## src/rtl/operand_fetch.sv

```systemverilog
`default_nettype none
// ============================================================================
// Module   : operand_fetch
// Purpose  : RV32I operand fetch stage. Holds the 32x32 integer register file,
//            reads rs1/rs2 for each accepted instruction and presents a
//            registered operand bundle to the ALU through a one-entry
//            valid/ready output buffer. Writebacks on the same edge are
//            forwarded into the captured operands. A held entry is kept
//            coherent with later writebacks.
// Ports    : clk             - single clock, rising edge
//            reset_n         - asynchronous active-low reset
//            in_valid        - upstream presents in_instruction
//            in_ready        - stage can accept in_instruction this cycle
//            in_instruction  - RV32I instruction word (opcode in [6:0])
//            out_valid       - out_* hold a valid operand bundle
//            out_ready       - ALU consumes the bundle this cycle
//            out_instruction - instruction for the ALU
//            out_op_a        - value of rs1 (instruction[19:15])
//            out_op_b        - value of rs2 (instruction[24:20])
//            wb_en/wb_rd/wb_data - register file writeback port
// Revision : 1.0 - initial release
// ============================================================================
module operand_fetch #(
    parameter int unsigned REGFILE_CLEAR = 1
) (
    input  logic        clk,
    input  logic        reset_n,
    input  logic        in_valid,
    output logic        in_ready,
    input  logic [31:0] in_instruction,
    output logic        out_valid,
    input  logic        out_ready,
    output logic [31:0] out_instruction,
    output logic [31:0] out_op_a,
    output logic [31:0] out_op_b,
    input  logic        wb_en,
    input  logic [4:0]  wb_rd,
    input  logic [31:0] wb_data
);

    // addi x0,x0,0 -- the canonical NOP shown while nothing has been accepted
    localparam logic [31:0] c_nop = 32'h0000_0013;

    // Entry 0 is never written; reads of x0 are forced to zero by the muxes.
    logic [31:0] r_regs [0:31];

    logic        r_out_valid;
    logic [31:0] r_out_instruction;
    logic [31:0] r_out_op_a;
    logic [31:0] r_out_op_b;

    logic        w_accept;
    logic        w_hold;
    logic        w_wb_hit;
    logic [4:0]  w_rs1;
    logic [4:0]  w_rs2;
    logic [4:0]  w_held_rs1;
    logic [4:0]  w_held_rs2;
    logic [31:0] w_rs1_val;
    logic [31:0] w_rs2_val;

    assign w_rs1      = in_instruction[19:15];
    assign w_rs2      = in_instruction[24:20];
    assign w_held_rs1 = r_out_instruction[19:15];
    assign w_held_rs2 = r_out_instruction[24:20];

    // A write to x0 is architecturally a no-op, so it never counts as a hit.
    assign w_wb_hit = wb_en && (wb_rd != 5'd0);

    assign in_ready = !r_out_valid || out_ready;
    assign w_accept = in_valid && in_ready;
    assign w_hold   = r_out_valid && !out_ready;

    // Same-edge forwarding: the register file write lands on the same edge
    // as the capture, so the incoming writeback data must win over the
    // stale array value.
    always_comb begin
        w_rs1_val = r_regs[w_rs1];
        if (w_rs1 == 5'd0) begin
            w_rs1_val = 32'h0000_0000;
        end else if (w_wb_hit && (wb_rd == w_rs1)) begin
            w_rs1_val = wb_data;
        end
    end

    always_comb begin
        w_rs2_val = r_regs[w_rs2];
        if (w_rs2 == 5'd0) begin
            w_rs2_val = 32'h0000_0000;
        end else if (w_wb_hit && (wb_rd == w_rs2)) begin
            w_rs2_val = wb_data;
        end
    end

    // ------------------------------------------------------------------------
    // Register file
    // ------------------------------------------------------------------------
    generate
        if (REGFILE_CLEAR != 0) begin : g_regfile_clear
            always_ff @(posedge clk or negedge reset_n) begin
                if (!reset_n) begin
                    for (int i = 0; i < 32; i++) begin
                        r_regs[i] <= 32'h0000_0000;
                    end
                end else if (w_wb_hit) begin
                    r_regs[wb_rd] <= wb_data;
                end
            end
        end else begin : g_regfile_noclear
            // Contents survive reset, but a writeback presented while reset
            // is asserted is still dropped.
            always_ff @(posedge clk) begin
                if (reset_n && w_wb_hit) begin
                    r_regs[wb_rd] <= wb_data;
                end
            end
        end
    endgenerate

    // ------------------------------------------------------------------------
    // One-entry output buffer
    // ------------------------------------------------------------------------
    always_ff @(posedge clk or negedge reset_n) begin
        if (!reset_n) begin
            r_out_valid       <= 1'b0;
            r_out_instruction <= c_nop;
            r_out_op_a        <= 32'h0000_0000;
            r_out_op_b        <= 32'h0000_0000;
        end else if (w_accept) begin
            r_out_valid       <= 1'b1;
            r_out_instruction <= in_instruction;
            r_out_op_a        <= w_rs1_val;
            r_out_op_b        <= w_rs2_val;
        end else if (w_hold) begin
            // Stalled bundle tracks later writes to its source registers so
            // it never presents a value older than the register file.
            if (w_wb_hit && (wb_rd == w_held_rs1)) begin
                r_out_op_a <= wb_data;
            end
            if (w_wb_hit && (wb_rd == w_held_rs2)) begin
                r_out_op_b <= wb_data;
            end
        end else if (out_ready) begin
            r_out_valid <= 1'b0;
        end
    end

    assign out_valid       = r_out_valid;
    assign out_instruction = r_out_instruction;
    assign out_op_a        = r_out_op_a;
    assign out_op_b        = r_out_op_b;

endmodule
`default_nettype wire
```

## config.mk

```make
export PLATFORM = sky130hd
export DESIGN_NAME = operand_fetch
export DESIGN_NICKNAME = d
export VERILOG_FILES = /design/src/rtl/operand_fetch.sv
export SDC_FILE = /design/constraint.sdc
export NUM_CORES = 2
export LEC_CHECK = 0
export ABC_AREA = 1
export CAP_MARGIN = 15
export CORE_MARGIN = 3
export CORE_UTILIZATION = 50
export DETAILED_ROUTE_END_ITERATION = 7
export PLACE_DENSITY = 0.67
export RECOVER_POWER = 50
export SLEW_MARGIN = 20
export SYNTH_ARGS = -nofsm -noshare
export SYNTH_HDL_FRONTEND = slang
export SYNTH_SLANG_ARGS = --single-unit
```

## constraint.sdc

```tcl
create_clock -name clk -period 2.3 [get_ports clk]
set_clock_uncertainty 0.2 [all_clocks]
set_input_delay 0.46 -clock clk [delete_from_list [all_inputs] [get_ports clk]]
set_output_delay 0.46 -clock clk [all_outputs]
set_load 0.02 [all_outputs]
```

==> impl_metrics.toml <==
[cells_and_area]
fin_nets = 9003
syn_to_final_growth_pct = 19.5
multi_input_area_mm2 = 0.0288
final_cells = 10700
n_fill_cell = 11100
seq_area_mm2 = 0.0281
layout-drive-gt1-share_pct = 9.77

[yosys]
synthesis.nets = 8899
syn-cell-area_mm2 = 0.0617
synthArstFlopShare_pct = 100
yosys.area.top_type_share_pct = 45.4
yosysUniqueCellTypes = 28
synth_area_leaders = "dfrtp_1, nand2_1, o21ai_0"
ys_ff_latch = 1121
postSynthAreaPerCell_um2 = 6.99
synth_cells = 8825
yosys_warnings = 0
ys_seq_area_share_pct = 45.5
yosysTopAreaCell = "dfrtp_1"
synth_most_common_cell = "nand2_1"
ys.flop_type = "dfrtp_1"
synth_edf_count = 0
yosys-top-cells-count = "nand2_1, o21ai_0, dfrtp_1"

[power_and_ir_drop]
p_per_area_mw_per_mm2 = 809
ir_worst_vdd_uv = 812
p_leak_nw = 35.0
power.total_mw = 59.7

[run]
maxCapViolCount = 0

[setup_path]
cp_slowest_cell = "dfrtp_1"
critical_path.max_stage_delay_ns = 0.49
crit_path_start_kind = "flop"
ff2ff_setup_slack_ns = 0.14
cp_max_fo = 3
crit_family = "flip-flops"
arrival_ns = 1.63
r2r-end = "out_op_a[6]"
crit_buf_inv = 1
path_class = "reg2out"
reg2regPathDepth = 11
worstReg2RegStart = "out_valid"
crit_path_end_kind = "primary output"
crit_chain = "dlygate4sd2_1"
cp.required_ns = 1.64

[cts]
clkLatencyLatePin_ns = 0.76
root_buffer = "clkbuf_16"
cts_tree = "done"
ctsHtreeMaxLevel = 4
cts_buffers = 130
cts.clk_slew.worst_paths_ns = 0.06
cts_setup_buffers = 0
clkSinkCount = 1121
clockBufferDepth = 3

[timing]
fmax_mhz = 437
grt_setup_unrepaired = "false"
layout_min_cycle_time_ns = 2.29
worstMarginPinSlew_ns = 1.31
finalWorstSetupSlack_ns = 0.0132
slew-limit-headroom_pct = 12.7
finalSetupViolCount = 0
report.final.slew_viol_count = 0
timing.final.hold_violations = 0
tns_ns = 0
period_share_pct = 99.4

[placed_design]
place_hpwl_um = 155000
post-place-ws_ns = -0.369
gp_congestion = 0.939
io_buffers = 171
dp_cells = 10400

[routing]
routed_wl_um = 237000
postRouteAntennaNets = 0
vias = 62900
firstDrtPassIters = 6
drtIter0Drc = 8169
vias_per_cell = 5.91
wl_per_cell_um = 22.3
route.detailed.drc = 0

[worst_hold_path]
hold_path.class = "in2reg"
worstHoldPathCells = 3
holdPathEnd = "out_instruction[10]"
hold_start = "in_instruction[10]"

[floorplan]
pin_count = 172
start_util_pct = 50.5
row_count = 128
die_area_mm2 = 0.128
die_x_um = 357
core_mm2 = 0.122
die_height_um = 357

[global_route]
grt_antenna_before_repair = 4
grt_usage_pct = 37.0
grt-ovfl-total = 0
grt_pass1_wl_um = 362000
grt_pass1_vias = 59200
grt_max_degree = 84

[run_status]
outcome = "finished, final reports clean"
per-stage QoR:
stage / hold WS (ns) / utilization [%] / instance area, um2
final: 0.0404 / 60.3 / 73700
after global routing: 0.0337 / 60.3 / 73700
after CTS: 0.00302 / 60.7 / 74100
after detailed placement: 0.143 / 57.1 / 69800
after global placement: 0.144 / 57.1 / 69800
after floorplan: -0.0356 / - / 61700
flip-flops by register name, summed over array words and instances (netlist names):
signal	flops
r_regs	1024
out_op_a	32
out_op_b	32
out_instruction	32
out_valid	1
worst max path at each step:
stage          slack [ns]  cells past startpoint          startpoint                 end
2_1_floorplan        0.18                     13  in_instruction[21]        out_op_b[16]
3_3_place_gp        -0.34                      9            wb_rd[4]         out_op_a[4]
3_5_place_dp        -0.37                      9            wb_rd[4]         out_op_a[1]
4_1_cts             0.004                      1  out_instruction[4]  out_instruction[4]
5_1_grt             0.007                      1        out_op_b[15]        out_op_b[15]
6_report             0.01                      1        out_op_a[18]        out_op_a[18]
repair_timing:
item / 4_1_cts / 5_1_grt
hold buffers: 5 / 0
gates resized for setup: 114 / 8
endpoints found under the hold margin: 816 / 0
endpoints found under the setup margin: 98 / 7
logic make-up after synthesis:
| group | Yosys count | share of synthesized area [%] |
|---|---|---|
| compound gates | 1992 | 17.2 |
| xor+xnor | 14 | 0.199 |
| buf+inv | 1248 | 8.06 |
| flops | 1121 | 45.5 |
| simple gates | 4450 | 29.1 |
routing by layer:
metal	GRT usage, %	wire [um]	vias to the layer above
li1	-	-	28800
met1	50.9	96300	29700
met2	55.3	102000	3723
met3	8.74	27100	706
met4	16.9	11600	0
met5	0	0	-
cell type report:
class                      count  share of cell area (%)
multi-input combinational   6456                    39.1
sequential                  1121                    38.1
timing repair buffer         745                    11.6
clock buffer                 193                    5.41
tap                         1625                    2.76
inverter                     475                    2.44
clock inverter                37                   0.580
antenna                        1                 0.00339
placed cells by master, fill, tap and decap left out, drive strengths merged, types with 9 or more instances in the layout:
cell           netlist  routed
o21ai             1247    1247
or2                 39      39
bufinv               0       9
clkdlybuf4s50        0      61
nor2               462     462
inv                472     475
a21oi              503     503
dlygate4sd2          0      89
dfrtp             1118    1118
nor3                13      13
nand2             3142    3142
o211ai             242     242
buf                260     532
clkbuf             513     246
clkinv               3      27
nand3              785     785
where the power goes:
group	leakage, nW	switching (mW)	internal, mW
Sequential	14.3	2.69	23.3
Clock	2.20	8.58	13.0
Combinational	18.5	7.53	4.60
(Power assumes the default switching activity.)
